$ cat config.mk
export PLATFORM = sky130hd
export DESIGN_NAME = rst_seq_ctrl
export DESIGN_NICKNAME = d
export VERILOG_FILES = /design/src/rtl/rst_seq_ctrl.sv
export SDC_FILE = /design/constraint.sdc
export NUM_CORES = 1
export LEC_CHECK = 0
export CORE_ASPECT_RATIO = 0.9
export CORE_MARGIN = 2
export CORE_UTILIZATION = 62
export CTS_BUF_LIST = sky130_fd_sc_hd__clkbuf_16
export CTS_CLUSTER_DIAMETER = 200
export DETAILED_ROUTE_END_ITERATION = 6
export GPL_ROUTABILITY_DRIVEN = 0
export PLACE_DENSITY = 0.84
export SLEW_MARGIN = 40
export SYNTH_ARGS = -nofsm -noshare
export SYNTH_HDL_FRONTEND = slang
export SYNTH_SLANG_ARGS = --single-unit
$ cat constraint.sdc
create_clock -name clk -period 6.9 [get_ports clk]
set_input_delay 1.38 -clock clk [delete_from_list [all_inputs] [get_ports clk]]
set_output_delay 1.38 -clock clk [all_outputs]
set_load 0.01 [all_outputs]
$ cat src/rtl/rst_seq_ctrl.sv
// Power-up reset sequencer: pulses the PLL reset, waits for a stable lock,
// then releases the SDRAM controller and the LCD timing logic. Failed attempts are retried a bounded number of times.
module rst_seq_ctrl #(
  parameter int unsigned PLL_RST_CYC      = 16,
  parameter int unsigned LOCK_TIMEOUT_CYC = 50000,
  parameter int unsigned LOCK_STABLE_CYC  = 1000,
  parameter int unsigned INIT_TIMEOUT_CYC = 65535,
  parameter int unsigned LCD_DELAY_CYC    = 100,
  parameter int unsigned MAX_RETRY        = 3
) (
  input  logic       clk,
  input  logic       rst_n,
  input  logic       pll_locked,
  input  logic       sdram_init_done,
  output logic       pll_rst,
  output logic       sdram_rst_n,
  output logic       lcd_rst_n,
  output logic       sys_ready,
  output logic [3:0] retry_cnt,
  output logic       fault
);

  localparam int unsigned CNT_W = 17;

  // Counter value seen in the last cycle of each timed state
  localparam logic [CNT_W-1:0] PLL_RST_LAST = CNT_W'(PLL_RST_CYC - 1);
  localparam logic [CNT_W-1:0] LOCK_TO_LAST = CNT_W'(LOCK_TIMEOUT_CYC - 1);
  localparam logic [CNT_W-1:0] STABLE_LAST  = CNT_W'(LOCK_STABLE_CYC - 1);
  localparam logic [CNT_W-1:0] INIT_TO_LAST = CNT_W'(INIT_TIMEOUT_CYC - 1);
  localparam logic [CNT_W-1:0] LCD_LAST     = CNT_W'(LCD_DELAY_CYC - 1);
  localparam logic [3:0]       RETRY_LIMIT  = 4'(MAX_RETRY);

  typedef enum logic [2:0] {
    S_PLL_RST,
    S_WAIT_LOCK,
    S_STABLE,
    S_SDRAM_INIT,
    S_LCD_REL,
    S_READY,
    S_FAULT
  } state_t;

  logic             lock_meta_reg;
  logic             lock_s_reg;
  logic             done_meta_reg;
  logic             done_s_reg;
  state_t           state_reg;
  state_t           state_next;
  state_t           retry_state;
  logic [CNT_W-1:0] cnt_reg;
  logic [3:0]       retry_cnt_reg;
  logic [3:0]       retry_next;
  logic [3:0]       retry_inc;
  logic             take_retry;
  logic             pll_rst_reg;
  logic             sdram_rst_n_reg;
  logic             lcd_rst_n_reg;
  logic             sys_ready_reg;
  logic             fault_reg;

  // Both status inputs come from other clock domains
  always_ff @(posedge clk) begin
    if (!rst_n) begin
      lock_meta_reg <= 1'b0;
      lock_s_reg    <= 1'b0;
      done_meta_reg <= 1'b0;
      done_s_reg    <= 1'b0;
    end else begin
      lock_meta_reg <= pll_locked;
      lock_s_reg    <= lock_meta_reg;
      done_meta_reg <= sdram_init_done;
      done_s_reg    <= done_meta_reg;
    end
  end

  always_comb begin
    retry_inc   = (retry_cnt_reg == 4'hF) ? 4'hF : retry_cnt_reg + 4'd1;
    retry_state = (retry_inc >= RETRY_LIMIT) ? S_FAULT : S_PLL_RST;
    take_retry  = 1'b0;
    state_next  = state_reg;
    case (state_reg)
      S_PLL_RST: begin
        if (cnt_reg == PLL_RST_LAST) state_next = S_WAIT_LOCK;
      end
      S_WAIT_LOCK: begin
        if (lock_s_reg) begin
          state_next = S_STABLE;
        end else if (cnt_reg == LOCK_TO_LAST) begin
          take_retry = 1'b1;
          state_next = retry_state;
        end
      end
      S_STABLE: begin
        if (!lock_s_reg) state_next = S_WAIT_LOCK;
        else if (cnt_reg == STABLE_LAST) state_next = S_SDRAM_INIT;
      end
      S_SDRAM_INIT: begin
        // Lock loss outranks both completion and timeout
        if (!lock_s_reg) begin
          take_retry = 1'b1;
          state_next = retry_state;
        end else if (done_s_reg) begin
          state_next = S_LCD_REL;
        end else if (cnt_reg == INIT_TO_LAST) begin
          take_retry = 1'b1;
          state_next = retry_state;
        end
      end
      S_LCD_REL: begin
        if (!lock_s_reg) begin
          take_retry = 1'b1;
          state_next = retry_state;
        end else if (cnt_reg == LCD_LAST) begin
          state_next = S_READY;
        end
      end
      S_READY: begin
        if (!lock_s_reg) begin
          take_retry = 1'b1;
          state_next = retry_state;
        end
      end
      S_FAULT:  state_next = S_FAULT;
      default:  state_next = S_PLL_RST;
    endcase
    retry_next = take_retry ? retry_inc : retry_cnt_reg;
  end

  // Outputs are decoded from the state being entered so they change on the transition edge
  always_ff @(posedge clk) begin
    if (!rst_n) begin
      state_reg       <= S_PLL_RST;
      cnt_reg         <= '0;
      retry_cnt_reg   <= 4'd0;
      pll_rst_reg     <= 1'b1;
      sdram_rst_n_reg <= 1'b0;
      lcd_rst_n_reg   <= 1'b0;
      sys_ready_reg   <= 1'b0;
      fault_reg       <= 1'b0;
    end else begin
      state_reg     <= state_next;
      retry_cnt_reg <= retry_next;
      if (state_next != state_reg) cnt_reg <= '0;
      else if (cnt_reg != '1) cnt_reg <= cnt_reg + 1'b1;
      pll_rst_reg     <= 1'b0;
      sdram_rst_n_reg <= 1'b0;
      lcd_rst_n_reg   <= 1'b0;
      sys_ready_reg   <= 1'b0;
      fault_reg       <= 1'b0;
      case (state_next)
        S_PLL_RST:    pll_rst_reg <= 1'b1;
        S_SDRAM_INIT: sdram_rst_n_reg <= 1'b1;
        S_LCD_REL: begin
          sdram_rst_n_reg <= 1'b1;
          lcd_rst_n_reg   <= 1'b1;
        end
        S_READY: begin
          sdram_rst_n_reg <= 1'b1;
          lcd_rst_n_reg   <= 1'b1;
          sys_ready_reg   <= 1'b1;
        end
        S_FAULT: begin
          pll_rst_reg <= 1'b1;
          fault_reg   <= 1'b1;
        end
        default: ;
      endcase
    end
  end

  assign pll_rst     = pll_rst_reg;
  assign sdram_rst_n = sdram_rst_n_reg;
  assign lcd_rst_n   = lcd_rst_n_reg;
  assign sys_ready   = sys_ready_reg;
  assign retry_cnt   = retry_cnt_reg;
  assign fault       = fault_reg;

endmodule

After elaboration in Yosys (flattened, before gate mapping)
Index checks and enable logic that the tools add are counted.
- bits in registers: 33
- add/sub/neg operators: 2
- $lt $le $gt $ge: 1
- eq/ne operators: 18
- multiplexer cells: 26
- bitwise operators: 1
- reduce and logical (&&, ||, !) cells: 7
- operators by type and width (operator ; number):
    $mux 3 ; 12
    $eq 17x16->1 const B ; 2
    $pmux 3 s7 ; 1
    $eq 3x3->1 const B ; 6
    $add 17x1->17 const B ; 1
    $eq 17x10->1 const B ; 1
    $eq 17x4->1 const B ; 1
    $eq 17x7->1 const B ; 1
    $ne 17x17->1 const B ; 1
    $mux 1 ; 11
    $eq 3x2->1 const B ; 3
    $reduce_or 2->1 ; 4
    $logic_not 3->1 ; 2
    $add 4x1->4 const B ; 1
    $eq 4x4->1 const B ; 1
    $ge 4x2->1 const B ; 1
    $mux 4 ; 1
    $eq 3x1->1 const B ; 1
    $ne 3x3->1 ; 1
    $pmux 1 s3 ; 1
    $reduce_or 3->1 ; 1
    $not 1->1 ; 1

Longest topological paths before layout
Gate-level depths: netlist (run 1).
- depth in word-level cells: 11
- gate-level depth with buffers: 11

Least setup slack after synthesis (run 1)
OpenSTA, ideal clock, no wires.
- path type: reg-to-reg
- from: reg retry_cnt_reg[0], in the netlist retry_cnt[0]
- to: reg cnt_reg[16]
- arrival time: 2.509 ns
- required time: 6.838 ns
- path slack: 4.329 ns
- cell stages (with the launch flop): 10
- path through: dfxtp_1 -> ha_1 -> a21bo_2 -> a2111oi_2 -> a21bo_1 -> a22oi_4 -> xor2_2 -> o2111ai_4 -> buf_6 -> nor2_2
- word-level cells in the longest chain between the ends: 10
- elaborated cells between the ends (all ways): 15
- those cells by class: add/sub: 1; order compare: 1; eq/ne: 2; mux: 10; reduce/logical: 1
- RTL lines (what ; line ; source):
    start, declared ; 51 ; logic [3:0] retry_cnt_reg;
    start signal, assigned ; 142 ; retry_cnt_reg <= retry_next;
    $add 4x1->4 or $eq 4x4->1 (tied branches) ; 77 ; retry_inc = (retry_cnt_reg == 4'hF) ? 4'hF : retry_cnt_reg + 4'd1;
    $mux 4 (*) ; 77 ;
    $ge 4x2->1 (*) ; 78 ; retry_state = (retry_inc >= RETRY_LIMIT) ? S_FAULT : S_PLL_RST;
    $mux 3 (*) ; 78 ;
    $mux 3 ; 104 ; end else if (cnt_reg == INIT_TO_LAST) begin
    $mux 3 ; 102 ; end else if (done_s_reg) begin
    $mux 3 ; 99 ; if (!lock_s_reg) begin
    $pmux 3 s7 (*) ; 81 ; case (state_reg)
    $ne 3x3->1 (*) ; 143 ; if (state_next != state_reg) cnt_reg <= '0;
    $reduce_or 2->1 (no source line) (*) ; - ;
    end signal, assigned ; 144 ; else if (cnt_reg != '1) cnt_reg <= cnt_reg + 1'b1;
    end, declared ; 50 ; logic [CNT_W-1:0] cnt_reg;
Mark *: on every way between the ends. The rest lies on a longest branch, timed or not.
A chain may end at the register's enable or synchronous reset.

Worst setup path after layout (run 1)
- from: reg retry_cnt_reg[0], in the netlist retry_cnt[0]
- to: reg sys_ready_reg, in the netlist sys_ready
- word-level cells in the longest chain between the ends: 10
- elaborated cells between the ends (all ways): 15
- those cells by class: add/sub: 1; order compare: 1; eq/ne: 2; mux: 11
- RTL lines (what ; line ; source):
    $add 4x1->4 or $eq 4x4->1 (tied branches) ; 77 ;
    $mux 4 (*) ; 77 ;
    $ge 4x2->1 (*) ; 78 ;
    $mux 3 (*) ; 78 ;
    $mux 3 ; 104 ;
    $mux 3 ; 102 ;
    $mux 3 ; 99 ;
    $pmux 3 s7 (*) ; 81 ;
    $eq 3x3->1 (*) ; 150 ; case (state_next)
    $mux 1 (*) ; 150 ;
    end signal, assigned ; 138 ; sys_ready_reg <= 1'b0;
    end signal, assigned ; 148 ; sys_ready_reg <= 1'b0;
    end signal, assigned ; 160 ; sys_ready_reg <= 1'b1;
    end, declared ; 58 ; logic sys_ready_reg;
Marks and branches as above.

==> results of run 1 <==
-- routing by layer --
metal / GRT usage / routed length, um
met1: 0.387 / 1890
met2: 0.381 / 1830
met3: 0.0539 / 227
met4: 0.112 / 48
met5: 0 / 0
-- synth_stat cells (all sizes together), types with 3 or more instances --
library cell  count  share of area
or4               3          0.014
and2              6          0.021
nor3             11          0.030
o21ai             3         0.0082
nor4b             4          0.019
nand2            14          0.029
nor2b             8          0.027
dfxtp            33           0.36
buf               4          0.014
nor2             33          0.082
xnor2             7          0.034
nand4             6          0.024
and3              5          0.017
ha                4          0.027
clkbuf            4         0.0089
nand3             7          0.019
a21oi             5          0.014
inv               7          0.014
xor2             10          0.052
nand3b            3          0.012
-- worst max-delay path: cells and delay by family, from the launching register on --
family	cells	cell delay [ns]
compound gates	4	1.73
fa+ha+maj	1	0.30
flops	1	0.44
simple gates	3	0.45
-- final cells by class --
type                    count  area (um^2)  share of cell area
well taps                  40         50.0              0.0236
clock buffers               5          125              0.0591
flip-flops and latches     33          661               0.312
repair buffers             12          120              0.0567
multi-input cells         161         1090               0.515
clock inverters             3         41.3              0.0195
inverters                   8         30.0              0.0142
-- final timing paths --
path / to / cells after the start / from / slack [ns]
max: sys_ready / 8 / retry_cnt[0] / 3.86
min: lock_s_reg / 1 / lock_meta_reg / 0.43
max reg2reg: sys_ready / 8 / retry_cnt[0] / 3.86
min reg2reg: lock_s_reg / 1 / lock_meta_reg / 0.43
-- report_power, final --
part           internal, W  total [W]  switching (W)
registers         0.000193   0.000197     0.00000316
logic           0.00000604  0.0000133     0.00000726
clock network     0.000169   0.000249      0.0000805
total             0.000368   0.000459      0.0000909
-- metrics by stage --
step                      total power [W]  instance area [um^2]  setup slack (ns)
after CTS                        0.000461                  2120              3.89
after global placement           0.000213                  1950              3.71
after floorplan                  0.000210                  1820              4.33
final                            0.000459                  2120              3.86
after detailed placement         0.000214                  1950              3.64
after global routing             0.000473                  2120              3.64
-- logic make-up (layout without fill, tap and decap cells) --
family | Yosys count | count (layout) | synth area share
AO/OA/AOI/OAI | 29 | 29 | 0.141
flip-flops | 33 | 33 | 0.362
AND/OR/NAND/NOR | 110 | 110 | 0.338
multiplexers | 1 | 1 | 0.00549
XOR/XNOR | 17 | 17 | 0.0857
adder cells (fa/ha/maj) | 4 | 4 | 0.0274
buffers and inverters | 16 | 28 | 0.0398
==> results.py, run 1 <==
metrics = {
    "die": {
        "die_h_um": 55.5,
        "die_x_um": 61.2,
        "core_mm2": 0.00277,
        "die_area_mm2": 0.00339,
        "ios": 13,
        "row_count": 18,
        "start_util": 0.659,
    },
    "critical_path": {
        "crit_type": "register to register",
        "start_kind": "register",
        "crit_path_cell_trace": "ha_1, a21bo_2, a2111oi_2, o211ai_1, a221oi_1, nor2_1, and2_1, nor2b_1",
        "crit_fanout": 7,
        "endpoint_kind": "register",
        "critPathSlowestCell": "a221oi_1",
        "critPathRequiredTime_ns": 7.05,
        "worstPathArrival_ns": 3.20,
        "cp_slowest_stage_delay_ns": 0.78,
    },
    "power": {
        "p_leak_nw": 0.775,
        "ir_worst_vdd_uv": 190,
        "p_per_area_mw_per_mm2": 217,
    },
    "placed_design": {
        "dpl.cell_count": 254,
        "io_buffers": 12,
        "dpl.hpwl_mm": 2.84,
    },
    "clock_network": {
        "cts_tree": "built",
        "clockBufferDepth": 2,
        "root_buffer": "clkbuf_16",
        "clk_pin_slew_ns": 0.05,
        "postCtsSetupBuffers": 0,
        "postCtsResizedCells": 0,
        "hold_buffers": 0,
        "cts_sinks": 33,
        "clk-insertion-delay-late_ns": 0.28,
        "cts_buffers": 5,
        "h-tree-depth": 2,
    },
    "global_routing": {
        "grt_pass1_vias": 1484,
        "grt_pass1_wl_mm": 6.91,
        "antenna_found_initial": 0,
        "grt_use_total": 0.267,
        "grt_max_degree": 18,
        "overflow": 0,
    },
    "detailed_routing": {
        "wl_mm": 3.99,
        "drt_drc_violations_left": 0,
        "postRouteAntennaNets": 0,
        "num_vias": 1562,
        "drtIter0Drc": 160,
        "first_pass_iters": 4,
        "wl_per_cell_um": 15.2,
        "via_per_inst": 5.96,
    },
    "timing": {
        "finalSetupViolCount": 0,
        "clock.fmax_ghz": 0.329,
        "hold_slack_ns": 0.432,
        "setup_tns_ns": 0,
        "worst_pin_slew_ns": 0.841,
        "skew_ns": 0.00328,
        "fin_crit_sh": 0.441,
        "maxSlewHeadroom": 0.439,
        "period_needed_ns": 3.04,
        "grt_setup_unrepaired": "no",
        "finalHoldViolCount": 0,
        "drv_slew": 0,
    },
    "cells_and_area": {
        "final_common_cell": "dfxtp_1",
        "area_growth_pct": 16.1,
        "largest_reg_flops": 17,
        "drive_gt1_frac": 0.122,
        "finalCoreUtilization": 0.765,
        "fin_cells": 262,
        "n_antenna_cell": 0,
        "final_cell_mix": "dfxtp_1, nor2_1, nand2_1",
        "nets": 229,
        "fillCellCount": 211,
    },
    "yosys": {
        "syn-instance-count": 210,
        "ys_warn_count": 0,
        "netlist_area_mm2": 0.00182,
        "synth.avg_cell_area_um2": 8.69,
        "async_reset_ff_frac": 0,
        "synth_seq_cells": 33,
        "synthFlopType": "dfxtp_1",
        "syn_nets": 218,
        "seq_area_frac_synth": 0.362,
        "synth_edf_count": 0,
        "synth_cell_types": 53,
    },
    "worst_hold_path": {
        "hp-class": "register to register",
    },
    "job": {
        "max-cap-violations": 0,
    },
    "status": {
        "status": "finished clean",
    },
}
No activity file was read; power rests on OpenSTA's default activity.
==> inputs of run 2 (changes only) <==
--- a/config.mk
+++ b/config.mk
@@ -7,12 +7,12 @@
 export LEC_CHECK = 0
 export CORE_ASPECT_RATIO = 0.9
 export CORE_MARGIN = 2
-export CORE_UTILIZATION = 62
+export CORE_UTILIZATION = 52
 export CTS_BUF_LIST = sky130_fd_sc_hd__clkbuf_16
 export CTS_CLUSTER_DIAMETER = 200
 export DETAILED_ROUTE_END_ITERATION = 6
 export GPL_ROUTABILITY_DRIVEN = 0
-export PLACE_DENSITY = 0.84
+export PLACE_DENSITY = 0.75
 export SLEW_MARGIN = 40
 export SYNTH_ARGS = -nofsm -noshare
 export SYNTH_HDL_FRONTEND = slang
==> constraint.sdc (replaced) <==
create_clock -name clk -period 2.7 [get_ports clk]
set_input_delay 0.54 -clock clk [delete_from_list [all_inputs] [get_ports clk]]
set_output_delay 0.54 -clock clk [all_outputs]
set_load 0.01 [all_outputs]
==> results.py, run 2 (same netlist as run 1, synthesis figures left out) <==
metrics = {
    "status": {
        "status": "finished clean",
    },
    "job": {
        "max-cap-violations": 0,
    },
    "cells_and_area": {
        "multi_input_area_mm2": 0.00111,
        "stdcell_area_mm2": 0.00229,
        "area_growth_pct": 25.8,
        "seq_area_um2": 661,
        "final_common_cell": "dfxtp_1",
        "largest_reg_flops": 17,
        "n_antenna_cell": 0,
        "fin_cells": 284,
        "final_cell_mix": "dfxtp_1, nor2_1, buf_4",
        "nets": 247,
        "drive_gt1_frac": 0.196,
        "fillCellCount": 286,
    },
    "power": {
        "ir_worst_vdd_uv": 373,
        "p_leak_nw": 0.883,
        "p_int_w": 0.000952,
        "clockPowerShare": 0.542,
        "pwr-share-seq": 0.421,
        "p_per_area_mw_per_mm2": 518,
        "power_frac_comb": 0.037,
        "switching_share": 0.199,
        "p_switching_w": 0.000236,
    },
    "critical_path": {
        "crit_fanout": 6,
        "start_kind": "register",
        "critPathBufInv": 1,
        "crit_path_cell_trace": "or4_1, nor3b_1, nand2_1, a211o_1, a31oi_1, o2111ai_4, buf_4, nor2_1",
        "endpoint_kind": "register",
        "critPathRequiredTime_ns": 2.91,
        "cp_slowest_stage_delay_ns": 0.53,
        "crit_type": "register to register",
        "cp_top_family": "simple AND/OR/NAND/NOR gates",
        "critPathSlowestCell": "or4_1",
        "worstPathArrival_ns": 2.70,
    },
    "global_routing": {
        "grt_max_degree": 14,
        "grt_pass1_wl_mm": 6.60,
        "grt_use_total": 0.219,
        "grt_pass1_vias": 1468,
        "overflow": 0,
        "antenna_found_initial": 0,
    },
    "timing": {
        "grt_setup_unrepaired": "no",
        "fin_crit_sh": 0.921,
        "maxSlewHeadroom": 0.625,
        "drv_slew": 0,
        "worst_pin_slew_ns": 0.559,
        "clock.fmax_ghz": 0.402,
        "finalWorstSetupSlack_ns": 0.214,
        "finalHoldViolCount": 0,
        "finalSetupViolCount": 0,
        "skew_ns": 0.00690,
        "setup_tns_ns": 0,
        "period_needed_ns": 2.49,
        "hold_slack_ns": 0.433,
    },
    "clock_network": {
        "cts_buffers": 5,
        "clk_pin_slew_ns": 0.06,
        "cts_sinks": 33,
        "clockBufferDepth": 2,
        "h-tree-depth": 2,
        "cts_tree": "built",
        "root_buffer": "clkbuf_16",
        "clk-insertion-delay-late_ns": 0.28,
    },
    "detailed_routing": {
        "via_per_inst": 5.68,
        "num_vias": 1612,
        "first_pass_iters": 4,
        "wl_mm": 3.95,
        "wl_per_cell_um": 13.9,
        "postRouteAntennaNets": 0,
        "drtIter0Drc": 84,
        "drt_drc_violations_left": 0,
    },
    "die": {
        "ios": 13,
        "die_area_mm2": 0.00400,
        "row_count": 20,
        "start_util": 0.540,
        "die_x_um": 66.4,
        "core_mm2": 0.00338,
        "die_h_um": 60.2,
    },
    "placed_design": {
        "dpl.hpwl_mm": 2.92,
        "pre_cts_slack_ns": 0.0935,
        "placed_cell_area_mm2": 0.00210,
        "dpl.cell_count": 275,
        "io_buffers": 12,
    },
    "worst_hold_path": {
        "hp-class": "register to register",
    },
}
-- run 2: what timing repair did --
action | 4_1_cts | 5_1_grt
hold buffers | 0 | 0
setup endpoints to repair | 0 | 17
gates resized for setup | 0 | 3
buffers inserted | 0 | 1
-- run 2: final cells by class --
type | count | area share
multi-input cells | 161 | 0.484
flip-flops and latches | 33 | 0.288
repair buffers | 30 | 0.117
clock buffers | 5 | 0.0545
well taps | 44 | 0.0240
clock inverters | 3 | 0.0202
inverters | 8 | 0.0131
-- run 2: metal layers --
metal	global-route usage	vias to the layer above	routed length (um)
met5	0	-	0
met4	0.0787	0	44
met3	0.0527	4	169
met2	0.327	46	1740
met1	0.309	757	1990
li1	-	805	-
-- run 2: final timing paths --
check / startpoint / depth (start not counted) / slack, ns / to
worst max-delay path: cnt_reg[13] / 8 / 0.21 / cnt_reg[5]
worst max register to register: cnt_reg[13] / 8 / 0.21 / cnt_reg[5]
worst min register to register: done_meta_reg / 1 / 0.43 / done_s_reg
worst min-delay path: done_meta_reg / 1 / 0.43 / done_s_reg
-- run 2: through the flow --
step,utilization,power (W)
after CTS,0.671,0.00120
after detailed placement,0.621,0.000552
after global placement,0.621,0.000551
after global routing,0.679,0.00123
after floorplan,-,0.000537
final,0.679,0.00119
-- run 2: power by group through the flow --
stage | clock, W | sequential, W | combinational, W
6_report | 0.000644 | 0.000500 | 0.0000438
4_1_cts | 0.000653 | 0.000500 | 0.0000423
5_1_grt | 0.000676 | 0.000501 | 0.0000484
3_3_place_gp | 0 | 0.000510 | 0.0000409
3_5_place_dp | 0 | 0.000511 | 0.0000418
2_1_floorplan | 0 | 0.000508 | 0.0000287
